### config.mk
export PLATFORM = sky130hd
export DESIGN_NAME = fifox_rd_merger
export DESIGN_NICKNAME = d
export VERILOG_FILES = /design/src/rtl/fifox_rd_merger_pkg.sv /design/src/rtl/fifox_rd_merger_timer.sv /design/src/rtl/fifox_rd_merger.sv
export SDC_FILE = /design/constraint.sdc
export NUM_CORES = 1
export LEC_CHECK = 0
export CAP_MARGIN = 20
export CORE_AREA = 5 5 61 85
export DETAILED_ROUTE_END_ITERATION = 16
export DIE_AREA = 0 0 66 90
export PLACE_DENSITY = 0.76
export SYNTH_ARGS = -nofsm -noshare
export SYNTH_HDL_FRONTEND = slang
export SYNTH_SLANG_ARGS = --single-unit
### constraint.sdc
create_clock -name CLK -period 2 [get_ports CLK]
set_clock_uncertainty 0.1 [all_clocks]
set_input_delay 0.5 -clock CLK [delete_from_list [all_inputs] [get_ports CLK]]
set_output_delay 0.5 -clock CLK [all_outputs]
set_load 0.01 [all_outputs]
### src/rtl/fifox_rd_merger_pkg.sv
// Shared types and sizing helpers for the FIFOX read-side word merger.
package fifox_rd_merger_pkg;

  typedef enum logic {
    FILL = 1'b0,
    SEND = 1'b1
  } merger_state_t;

  // Idle timer width; a disabled timeout still gets a 1-bit register.
  function automatic int timer_width(input int timeout);
    return (timeout < 1) ? 1 : $clog2(timeout + 1);
  endfunction

endpackage

### src/rtl/fifox_rd_merger_timer.sv
// Idle counter for partial-word flushing; expired marks the last idle cycle.
module fifox_rd_merger_timer
  import fifox_rd_merger_pkg::*;
#(
  parameter int TIMEOUT = 16
) (
  input  logic i_clk,
  input  logic i_rst_n,
  input  logic i_clear,
  input  logic i_enable,
  output logic o_expired
);

  localparam int TW = timer_width(TIMEOUT);
  localparam logic [TW-1:0] LAST_TICK = TW'((TIMEOUT == 0) ? 0 : TIMEOUT - 1);

  logic [TW-1:0] r_timer;

  always_ff @(posedge i_clk or negedge i_rst_n) begin
    if (!i_rst_n) begin
      r_timer <= '0;
    end else if (i_clear) begin
      r_timer <= '0;
    end else if (i_enable && (TIMEOUT != 0)) begin
      r_timer <= r_timer + 1'b1;
    end
  end

  assign o_expired = (TIMEOUT != 0) && (r_timer == LAST_TICK);

endmodule

### src/rtl/fifox_rd_merger.sv
// Packs FWFT FIFO items into wide words with a valid mask; flushes partial
// words after an idle timeout. States: FILL collects items, SEND offers the word.
module fifox_rd_merger
  import fifox_rd_merger_pkg::*;
#(
  parameter int ITEM_WIDTH     = 8,
  parameter int ITEMS_PER_WORD = 4,
  parameter int TIMEOUT        = 16
) (
  input  logic                                 CLK,
  input  logic                                 RESET_N,
  input  logic [ITEM_WIDTH-1:0]                FIFO_DO,
  input  logic                                 FIFO_EMPTY,
  output logic                                 FIFO_RD,
  output logic [ITEMS_PER_WORD*ITEM_WIDTH-1:0] TX_DATA,
  output logic [ITEMS_PER_WORD-1:0]            TX_VLD,
  output logic                                 TX_SRC_RDY,
  input  logic                                 TX_DST_RDY
);

  localparam int CW = $clog2(ITEMS_PER_WORD + 1);
  localparam logic [CW-1:0] LAST_SLOT = CW'(ITEMS_PER_WORD - 1);

  merger_state_t r_state;
  merger_state_t w_next_state;

  logic [ITEMS_PER_WORD-1:0][ITEM_WIDTH-1:0] r_buf;
  logic [ITEMS_PER_WORD-1:0]                 r_vld;
  logic [CW-1:0]                             r_cnt;

  logic w_pop;
  logic w_accept;
  logic w_expired;
  logic w_tmr_clear;
  logic w_tmr_en;
  logic w_src_rdy;

  // In SEND a pop is only allowed on the acceptance edge, landing in slot 0.
  assign w_pop       = ~FIFO_EMPTY & ((r_state == FILL) | TX_DST_RDY) & RESET_N;
  assign w_accept    = (r_state == SEND) & TX_DST_RDY;
  assign w_tmr_clear = w_pop | w_accept | (r_cnt == '0);
  assign w_tmr_en    = (r_state == FILL) & ~w_pop & (r_cnt != '0);

  fifox_rd_merger_timer #(
    .TIMEOUT (TIMEOUT)
  ) u_timer (
    .i_clk     (CLK),
    .i_rst_n   (RESET_N),
    .i_clear   (w_tmr_clear),
    .i_enable  (w_tmr_en),
    .o_expired (w_expired)
  );

  always_ff @(posedge CLK or negedge RESET_N) begin
    if (!RESET_N) begin
      r_state <= FILL;
    end else begin
      r_state <= w_next_state;
    end
  end

  always_comb begin
    w_next_state = r_state;
    unique case (r_state)
      FILL: begin
        if (w_pop && (r_cnt == LAST_SLOT)) begin
          w_next_state = SEND;
        end else if (!w_pop && (r_cnt != '0) && w_expired) begin
          w_next_state = SEND;
        end
      end
      SEND: begin
        if (TX_DST_RDY) begin
          w_next_state = FILL;
        end
      end
      default: w_next_state = FILL;
    endcase
  end

  always_comb begin
    w_src_rdy = (r_state == SEND);
  end

  always_ff @(posedge CLK or negedge RESET_N) begin
    if (!RESET_N) begin
      r_buf <= '0;
      r_vld <= '0;
      r_cnt <= '0;
    end else if (w_accept) begin
      r_buf <= '0;
      r_vld <= '0;
      r_cnt <= '0;
      if (w_pop) begin
        r_buf[0] <= FIFO_DO;
        r_vld[0] <= 1'b1;
        r_cnt    <= CW'(1);
      end
    end else if ((r_state == FILL) && w_pop) begin
      for (int i = 0; i < ITEMS_PER_WORD; i++) begin
        if (r_cnt == CW'(i)) begin
          r_buf[i] <= FIFO_DO;
          r_vld[i] <= 1'b1;
        end
      end
      r_cnt <= r_cnt + 1'b1;
    end
  end

  assign FIFO_RD    = w_pop;
  assign TX_DATA    = r_buf;
  assign TX_VLD     = r_vld;
  assign TX_SRC_RDY = w_src_rdy;

endmodule

==> results of run 1 <==
==> cell usage after synthesis <==
library cell / number / share of area
inv_1: 6 / 0.011
a21oi_4: 1 / 0.0081
nor2b_1: 4 / 0.013
mux2_2: 1 / 0.0056
buf_2: 5 / 0.013
nor3_1: 1 / 0.0025
a21boi_2: 1 / 0.0056
nor3b_1: 1 / 0.0038
nand2b_1: 2 / 0.0063
dfrtp_1: 45 / 0.56
ha_1: 7 / 0.044
mux2i_1: 2 / 0.010
buf_4: 2 / 0.0075
o22ai_1: 1 / 0.0031
nor4b_4: 1 / 0.012
and3_1: 1 / 0.0031
nand3_1: 17 / 0.043
and2_0: 1 / 0.0031
or3b_1: 1 / 0.0044
a221oi_1: 1 / 0.0044
nor4bb_1: 1 / 0.0050
xnor2_1: 2 / 0.0088
a21o_1: 3 / 0.011
o21ai_1: 2 / 0.0050
o21a_1: 1 / 0.0038
nor2_1: 3 / 0.0056
o21ai_0: 23 / 0.058
nand2_1: 34 / 0.064
buf_1: 1 / 0.0019
and2_1: 1 / 0.0031
or3_1: 1 / 0.0031
a22o_1: 12 / 0.053
clkbuf_1: 3 / 0.0056
a21oi_1: 1 / 0.0025
a211o_1: 1 / 0.0044
==> cell type report <==
type | instances | area, sq um | share of cell area
Multi-Input combinational cell | 128 | 808 | 0.292
Tap cell | 62 | 77.6 | 0.0281
Clock buffer | 5 | 68.8 | 0.0249
Clock inverter | 2 | 35.0 | 0.0127
Inverter | 6 | 22.5 | 0.00814
Sequential cell | 45 | 1130 | 0.407
Timing Repair Buffer | 67 | 627 | 0.227
==> metrics by stage <==
step / total power, mW / hold slack, ps
after floorplan: 2.25 / 104
after detailed placement: 3.14 / 365
after global routing: 4.01 / 84.0
after global placement: 3.09 / 360
after CTS: 3.80 / 69.4
final: 3.76 / 79.5
==> sequential cells by signal (all words and copies together), names as in the netlist <==
signal           count
TX_DATA             32
u_timer.r_timer      5
TX_VLD               4
r_cnt                3
TX_SRC_RDY           1
==> worst max-delay path, stage by stage <==
cell and delay, ps:
clkdlybuf4s50_1 430, nand2b_4 150, nor2_1 80, buf_2 130
==> cells in the final DEF, fill, tap and decap left out, types with 2 or more instances in the layout <==
cell type,Yosys,layout
a22o_1,12,12
nor2_1,3,3
nand3_1,17,17
nand2_1,34,34
buf_2,5,2
ha_1,7,7
xnor2_1,2,2
mux2i_1,2,2
nor2b_1,4,4
clkdlybuf4s50_1,0,46
clkbuf_8,0,5
o21ai_0,23,23
buf_4,2,17
inv_1,6,6
o21ai_1,2,2
a21o_1,3,3
dfrtp_1,45,45
==> power breakdown <==
part | switching (mW) | internal, mW | leakage [nW]
clock network | 0.296 | 0.363 | 0.0540
registers | 0.232 | 1.26 | 0.580
logic | 0.702 | 0.902 | 0.628
==> worst paths after layout <==
check | to | slack [ps] | cells past startpoint
setup / recovery | FIFO_RD | 100 | 4
hold / removal | TX_DATA[23]$_DFFE_PN0P_ | 80 | 2
setup reg to reg | TX_DATA[1]$_DFFE_PN0P_ | 210 | 5
hold reg to reg | TX_VLD[1]$_DFFE_PN0P_ | 380 | 1
max in group asynchronous | TX_VLD[1]$_DFFE_PN0P_ | 1160 | 3
min in group CLK | TX_VLD[1]$_DFFE_PN0P_ | 380 | 1
==> logic make-up (layout without fill, tap and decap cells) <==
logic type | after synthesis | after routing | share of synthesized area
AO/OA/AOI/OAI | 47 | 47 | 0.158
XOR/XNOR | 2 | 2 | 0.00877
adder cells (fa/ha/maj) | 7 | 7 | 0.0438
buffers and inverters | 17 | 80 | 0.0388
flip-flops | 45 | 45 | 0.564
multiplexers | 3 | 3 | 0.0157
AND/OR/NAND/NOR | 69 | 69 | 0.171
==> layer usage <==
metal,GRT usage,vias up,routed length (um)
met4,0.0797,0,124
met3,0.0287,11,203
met5,0,-,0
met1,0.220,769,2010
met2,0.284,38,2450
li1,-,779,-
==> what timing repair did <==
action	4_1_cts	5_1_grt
resized for setup	6	0
setup endpoints to repair	2	0
hold buffers	0	0
==> metrics.md, run 1 <==
| Metric | Value |
|---|---|
| Status | complete, no violations |
| Fin crit period | 1900 ps |
| Post-route DRC | 0 |
| PwrDens | ~1400 nW/um^2 |
| Crit path launch | FIFO_EMPTY |
| 1st-iter DRT viols | 99 |
| Slew @ Worst Pin | 414 ps |
| Routed via count | 1597 |
| Post-synth cell types | 35 |
| Final setup TNS | 0 ps |
| Num CTS Buffers | 5 |
| Area grow syn2layout | 38.4% |
| Initial DRT Pass Iterations | 4 |
| Via density | 5.07 |
| Placed Area | 2660 sq um |
| H-Tree Depth | 2 |
| Final Max Slew Viols | 0 |
| Total track usage | 0.173 |
| WL per Instance | 15.2 um |
| Post-Layout Cell Count | between 300 and 400 |
| Synthesis warning total | 0 |
| Worst Path Arrival | 1300 ps |
| Remaining global-route overflow | 0 |
| Worst IR drop on VDD | between 0.6 and 0.7 mV |
| Relative slew slack | 0.722 |
| CORE AREA | approximately 4400 sq um |
| Filler cells | between 300 and 400 |
| Sink Count | 45 |
| Placed instance count | 308 |
| Share of the yosys chip area belonging to registers | 0.564 |
| CTS tree | done |
| RSZ-0062 raised after global routing | no |
| Clock-pin slew of the registers on the worst-case setup and hold paths | roughly 80 ps |
| I/O Buffers | 49 |
| Worst-path fanout max | 2 |
| Die width | 66 um |
| Mapped Nets | 209 |
| Cells after Synth | 190 |
| Diodes inserted | 0 |
| Mean Syn Cell Area | 10.5 sq um |
| Fraction of layout cells with a size suffix above 1 | 0.130 |
| Detailed Route WL | approximately 4800 um |
| Row Count | 29 |
| CP Launch Type | primary input |
| Fmax | 527 MHz |
| Final setup margin | 104 ps |
| Critical path capture point type | primary output |
| Initial antenna violation count | 0 |
| Pleak | ~1.3 nW |
| # Post-CTS Setup Buffers | 0 |
| Vias in the first global route | 1609 |
| Final Cycle Share | 0.948 |
| Final Hold Violating Endpoints | 0 |
| # nets final | 272 |
| Root Buffer | clkbuf_8 |
| Mapped cell area | about 2000 sq um |
| Die Area | 5940 sq um |
| Yosys reg bits | 45 |
| Final Util | 0.630 |
| Final setup fails | 0 |
| Worst hold path type | in -> async |
| Die H | 90 um |
| Setup CP Type | in -> out |
| Worst slack, placed | -337 ps |
| Max_cap viols | 0 |
| Ports | 50 |
| Final Wtd Congestion | 0.857 |
| Global-route wire length before repair | between 7000 and 8000 um |
| Hpwl dp | 3660 um |
| CTS max path bufs | 2 |
| Largest net degree at the start of global routing | 27 |
| Final Cell Area | 2770 sq um |
| Worst-Skew Late Latency | 290 ps |
| Critical Path RT | around 1400 ps |
| Initial core utilization | 0.455 |
| R2r startpoint | r_cnt[0]$_DFFE_PN0P_ |
| Post-route ant nets | 0 |
Power figures use the tool's default switching activity.
==> inputs of run 2 (changes only) <==
- CORE_AREA: 5 5 61 85 -> 5 5 59 82
- DIE_AREA: 0 0 66 90 -> 0 0 64 87
- PLACE_DENSITY: 0.76 -> 0.81
- clock period: 2 -> 2.2 ns (I/O delays scaled with it)
==> metrics.md, run 2 (synthesized netlist as in run 1, its figures left out) <==
| Metric | Value |
|---|---|
| Diodes inserted | 0 (unchanged) |
| WL per Instance | 16.2 um (was 15.2 um) |
| Root Buffer | clkbuf_8 (unchanged) |
| Critical Path RT | 1550 ps (was 1400 ps) |
| PwrDens | 1270 nW/um^2 (was 1360 nW/um^2) |
| Most common cell after layout, fill and taps aside | clkdlybuf4s50_1 (unchanged) |
| Power Total | 3.46 mW (was 3.76 mW) |
| Setup CP Type | in -> out (unchanged) |
| CTS max path bufs | 2 (unchanged) |
| Multi-input gate area | 801 sq um (was 808 sq um) |
| Relative slew slack | 0.617 (was 0.722) |
| Fin crit period | 2120 ps |
| Clock-pin slew of the registers on the worst-case setup and hold paths | 80 ps (about the same) |
| CORE AREA | 4100 sq um (was 4390 sq um) |
| Combinational share of power | 0.417 (was 0.427) |
| Max_cap viols | 0 (unchanged) |
| Critical path capture point type | primary output (unchanged) |
| Sink Count | 45 (unchanged) |
| # nets final | 270 (was 272) |
| I/O Buffers | 49 (unchanged) |
| Detailed Route WL | 4810 um (was 4790 um) |
| Commonest non-fill, non-tap cells in the layout | clkdlybuf4s50_1, dfrtp_1, nand2_1 (unchanged) |
| Num CTS Buffers | 5 (unchanged) |
| H-Tree Depth | 2 (unchanged) |
| Register Area | 1130 sq um (unchanged) |
| Post-route ant nets | 0 (unchanged) |
| Slew @ Worst Pin | 573 ps (was 414 ps) |
| Final setup margin | 82.2 ps (was 104 ps) |
| Max FFs per register | 32 (unchanged) |
| Post-route DRC | 0 (unchanged) |
| Total track usage | 0.188 (was 0.173) |
| Initial antenna violation count | 0 (unchanged) |
| Global-route wire length before repair | 8120 um (was 7920 um) |
| Hpwl dp | 3570 um (was 3660 um) |
| Die Area | 5570 sq um (was 5940 sq um) |
| Sw frac | 0.329 (was 0.327) |
| # Post-CTS Setup Buffers | 0 (unchanged) |
| Routed via count | 1631 (was 1597) |
| Vias in the first global route | 1617 (was 1609) |
| Initial core utilization | 0.487 (was 0.455) |
| 1st-iter DRT viols | 108 (was 99) |
| Int Power | 2.32 mW (was 2.53 mW) |
| Worst IR drop on VDD | 0.872 mV (was 0.693 mV) |
| Largest net degree at the start of global routing | 41 (was 27) |
| Initial DRT Pass Iterations | 4 (unchanged) |
| Worst Path Arrival | 1470 ps (was 1300 ps) |
| Post-CTS Hold Fix Bufs | 0 (unchanged) |
| Worst slack, placed | -188 ps (was -337 ps) |
| Worst hold path type | in -> async (unchanged) |
| Ports | 50 (unchanged) |
| Die width | 64 um (was 66 um) |
| Row Count | 28 (was 29) |
| Die H | 87 um (was 90 um) |
| Via density | 5.49 (was 5.07) |
| Worst-path fanout max | 2 (unchanged) |
| Area grow syn2layout | 36.4% (was 38.4%) |
| Final setup fails | 0 (unchanged) |
| Fmax | between 400 and 500 MHz |
| Worst hold margin | 102 ps (was 79.5 ps) |
| Final Wtd Congestion | 0.854 (was 0.857) |
| Filler cells | 331 (was 376) |
| Final Max Slew Viols | 0 (unchanged) |
| Clock share of power | 0.188 (was 0.176) |
| Pleak | 1.24 nW (was 1.26 nW) |
| CP Launch Type | primary input (unchanged) |
| CTS tree | done (unchanged) |
| Final Hold Violating Endpoints | 0 (unchanged) |
| Worst-Skew Late Latency | 300 ps (was 290 ps) |
| Final Cycle Share | 0.963 |
| Remaining global-route overflow | 0 (unchanged) |
| RSZ-0062 raised after global routing | no (unchanged) |
| Psw | 1.14 mW (was 1.23 mW) |
| Sequential share of power | 0.395 (was 0.397) |
| Status | complete, no violations (unchanged) |
| Fraction of layout cells with a size suffix above 1 | 0.115 (was 0.130) |
==> run 2: cell types whose count changed in the layout (fill, tap and decap cells not counted) <==
| cell | delta |
|---|---|
| buf_2 | -1 |
| clkbuf_8 | +1 |
| nand2b_4 | -1 |
| buf_12 | -1 |
| nand2b_1 | +1 |
| clkinv_2 | -1 |
| clkdlybuf4s50_1 | +1 |
| buf_4 | -1 |
| clkbuf_1 | +1 |
==> run 2: layout make-up <==
type / count / area share
well taps: 45 / 0.0207
flip-flops and latches: 45 / 0.413
repair buffers: 65 / 0.222
clock inverters: 1 / 0.0110
inverters: 6 / 0.00826
clock buffers: 7 / 0.0317
multi-input cells: 128 / 0.294
==> run 2: through the flow <==
stage	util	setup TNS, ps	instances	instance area (sq um)
final	0.665	0	297	2730
after global routing	0.665	0	297	2730
after CTS	0.665	0	297	2730
after detailed placement	0.637	-188	289	2610
after global placement	0.637	-191	289	2610
after floorplan	-	0	190	2000
==> run 2: layer usage <==
metal | share of wire | track usage | up-vias
met4 | 0.025 | 0.0907 | 0
met5 | 0 | 0 | -
met2 | 0.52 | 0.310 | 52
met3 | 0.054 | 0.0413 | 10
li1 | - | - | 776
met1 | 0.40 | 0.231 | 793
==> run 2: what timing repair did <==
item                                   4_1_cts  5_1_grt
endpoints found under the hold margin        0        0
gates resized for setup                      1        0
setup endpoints to repair                    1        0
==> run 2: power groups by stage <==
stage	Combinational (mW)	Clock [mW]	Sequential, mW
3_3_place_gp	1.42	0	1.37
2_1_floorplan	0.572	0	1.47
5_1_grt	1.58	0.688	1.42
6_report	1.44	0.651	1.37
3_5_place_dp	1.46	0	1.38
4_1_cts	1.47	0.656	1.37
==> run 2: path summary, 6_finish.rpt <==
kind,from,endpoint,slack [ps],cells past startpoint
max,FIFO_EMPTY,FIFO_RD,80,4
min,RESET_N,TX_DATA[23]$_DFFE_PN0P_,100,2
max reg2reg,r_cnt[0]$_DFFE_PN0P_,TX_DATA[23]$_DFFE_PN0P_,290,5
min reg2reg,TX_VLD[2]$_DFFE_PN0P_,TX_VLD[2]$_DFFE_PN0P_,380,1
max in group asynchronous,RESET_N,TX_DATA[4]$_DFFE_PN0P_,1200,3
min in group CLK,TX_VLD[2]$_DFFE_PN0P_,TX_VLD[2]$_DFFE_PN0P_,380,1
==> run 2: worst max-delay path, stage by stage <==
cell	delay (ps)
clkdlybuf4s50_1	410
nand2b_1	160
nor2_1	80
dlygate4sd2_1	270
==> inputs of run 3 (changes only) <==
- PLACE_DENSITY: 0.81 -> unset
- PLACE_DENSITY_LB_ADDON: unset -> 0.1
==> metrics.md, run 3 (synthesized netlist as in run 1, its figures left out) <==
| Metric | Value |
|---|---|
| Setup CP Type | reg -> out (was in -> out) |
| Most common cell after layout, fill and taps aside | clkdlybuf4s50_1 (unchanged) |
| Final Hold Violating Endpoints | 0 (unchanged) |
| Sw frac | 0.329 (about the same) |
| 1st-iter DRT viols | 57 (was 108) |
| Clock-pin slew of the registers on the worst-case setup and hold paths | 80 ps (about the same) |
| Remaining global-route overflow | 0 (unchanged) |
| Final Cycle Share | 0.934 (was 0.963) |
| Buffers plus inverters on the worst setup path | 2 (unchanged) |
| Multi-input gate area | 801 sq um (unchanged) |
| Ports | 50 (unchanged) |
| Relative slew slack | 0.688 (was 0.617) |
| Worst path max stage delay | 560 ps (was 410 ps) |
| Largest net degree at the start of global routing | 37 (was 41) |
| CORE AREA | 4100 sq um (unchanged) |
| CTS tree | done (unchanged) |
| H-Tree Depth | 2 (unchanged) |
| Worst path top cell family by delay | buffers and inverters (unchanged) |
| Worst IR drop on VDD | 0.853 mV (was 0.872 mV) |
| R2r startpoint | r_cnt[0]$_DFFE_PN0P_ (unchanged) |
| Initial antenna violation count | 0 (unchanged) |
| Combinational share of power | 0.425 (was 0.417) |
| Total track usage | 0.193 (was 0.188) |
| Global-route wire length before repair | 8410 um (was 8120 um) |
| Worst Path Arrival | 1400 ps (was 1470 ps) |
| Commonest non-fill, non-tap cells in the layout | clkdlybuf4s50_1, dfrtp_1, nand2_1 (unchanged) |
| Placed Area | 2620 sq um (was 2610 sq um) |
| # Post-CTS Setup Buffers | 0 (unchanged) |
| Sink Count | 45 (unchanged) |
| Root Buffer | clkbuf_8 (unchanged) |
| # nets final | 271 (was 270) |
| Placed instance count | 290 (was 289) |
| Critical path capture point type | primary output (unchanged) |
| Sequential share of power | 0.392 (was 0.395) |
| CP Launch Type | flop (was primary input) |
| Max_cap viols | 0 (unchanged) |
| Fmax | 487 MHz (was 472 MHz) |
| Die Area | 5570 sq um (unchanged) |
| Die H | 87 um (unchanged) |
| Post-CTS Hold Fix Bufs | 0 (unchanged) |
| Int Power | 2.33 mW (was 2.32 mW) |
| CTS resizes | 1 (unchanged) |
| Post-route ant nets | 0 (unchanged) |
| Worst-path fanout max | 12 (was 2) |
| Hpwl dp | 3870 um (was 3570 um) |
| Initial DRT Pass Iterations | 4 (unchanged) |
| RSZ-0062 raised after global routing | no (unchanged) |
| Post-route DRC | 0 (unchanged) |
| Final setup TNS | 0 ps (unchanged) |
| Num CTS Buffers | 5 (unchanged) |
| Worst-Skew Late Latency | 290 ps (was 300 ps) |
| Vias in the first global route | 1753 (was 1617) |
| Final Wtd Congestion | 0.834 (was 0.854) |
| Max FFs per register | 32 (unchanged) |
| Routed via count | 1685 (was 1631) |
| Detailed Route WL | 5070 um (was 4810 um) |
| Critical path cell sequence | buf_4, clkdlybuf4s50_1 (was clkdlybuf4s50_1, nand2b_1, nor2_1, dlygate4sd2_1) |
| Status | complete, no violations (unchanged) |
| CTS max path bufs | 2 (unchanged) |
| Initial core utilization | 0.487 (unchanged) |
| Diodes inserted | 0 (unchanged) |
| Clock share of power | 0.183 (was 0.188) |
| Worst hold path type | in -> async (unchanged) |
| Post-Layout Cell Count | 298 (was 297) |
| Critical Path RT | 1550 ps (about the same) |
| Crit path launch | TX_SRC_RDY$_DFF_PN0_ (was FIFO_EMPTY) |
| Fraction of layout cells with a size suffix above 1 | 0.123 (was 0.115) |
| Via density | 5.65 (was 5.49) |
| Worst hold margin | 125 ps (was 102 ps) |
| Area grow syn2layout | 36.6% (was 36.4%) |
| Slew @ Worst Pin | 465 ps (was 573 ps) |
| PwrDens | 1270 nW/um^2 (about the same) |
| R2R setup slack | 340 ps (was 290 ps) |
| Die width | 64 um (unchanged) |
| Psw | 1.14 mW (about the same) |
| Pleak | 1.25 nW (was 1.24 nW) |
| Slowest cell on crit path | clkdlybuf4s50_1 (unchanged) |
| Row Count | 28 (unchanged) |
| I/O Buffers | 49 (unchanged) |
| Final Max Slew Viols | 0 (unchanged) |
| Final Cell Area | 2730 sq um (about the same) |
| Register Area | 1130 sq um (unchanged) |
| Final setup fails | 0 (unchanged) |
| Filler cells | 344 (was 331) |
| WL per Instance | 17.0 um (was 16.2 um) |
| Fin crit period | 2050 ps (was 2120 ps) |
run 3: changes by cell type in the layout (fill, tap and decap cells not counted), sizes merged:
cell | previous run | this run
buf | 17 | 18
dlygate4sd2 | 1 | 0
clkbuf | 7 | 8
run 3: worst register-to-register path: cells and delay by family, from the launching register on:
kind / cells / cell delay (ps)
AO/OA/AOI/OAI: 2 / 540
adder cells (fa/ha/maj): 1 / 200
buffers and inverters: 1 / 110
flip-flops: 1 / 450
AND/OR/NAND/NOR: 1 / 410
run 3: power by group through the flow:
stage,sequential [mW],combinational [mW],clock (mW)
floorplan,1.47,0.572,0
global placement,1.36,1.45,0
detailed placement,1.38,1.49,0
CTS,1.37,1.50,0.647
global route,1.41,1.60,0.686
finish,1.36,1.48,0.635
run 3: final cells by class:
class                   count  share of cell area
repair buffers             66               0.223
flip-flops and latches     45               0.412
well taps                  45              0.0206
multi-input cells         128               0.293
inverters                   6             0.00825
clock buffers               7              0.0316
clock inverters             1              0.0110
run 3: path summary, 6_finish.rpt:
kind / cells past startpoint / to
worst max-delay path: 2 / TX_SRC_RDY
worst min register to register: 1 / TX_VLD[2]$_DFFE_PN0P_
worst max register to register: 5 / TX_DATA[3]$_DFFE_PN0P_
worst min-delay path: 2 / u_timer.r_timer[2]$_DFFE_PN0P_
max in group asynchronous: 3 / TX_DATA[25]$_DFFE_PN0P_
min in group CLK: 1 / TX_VLD[2]$_DFFE_PN0P_
run 3: per-layer routing:
metal / GRT usage / share of wire / up-vias
met3: 0.0465 / 0.069 / 11
li1: - / - / 782
met4: 0.0813 / 0.024 / 0
met1: 0.214 / 0.37 / 827
met2: 0.347 / 0.54 / 65
met5: 0 / 0 / -
run 3: per-stage QoR:
step | utilization | total power [mW] | setup slack [ps]
floorplan | - | 2.05 | 546
global placement | 0.639 | 2.80 | -187
detailed placement | 0.639 | 2.88 | -193
CTS | 0.667 | 3.51 | 71.0
global route | 0.666 | 3.70 | 84.1
finish | 0.666 | 3.47 | 146
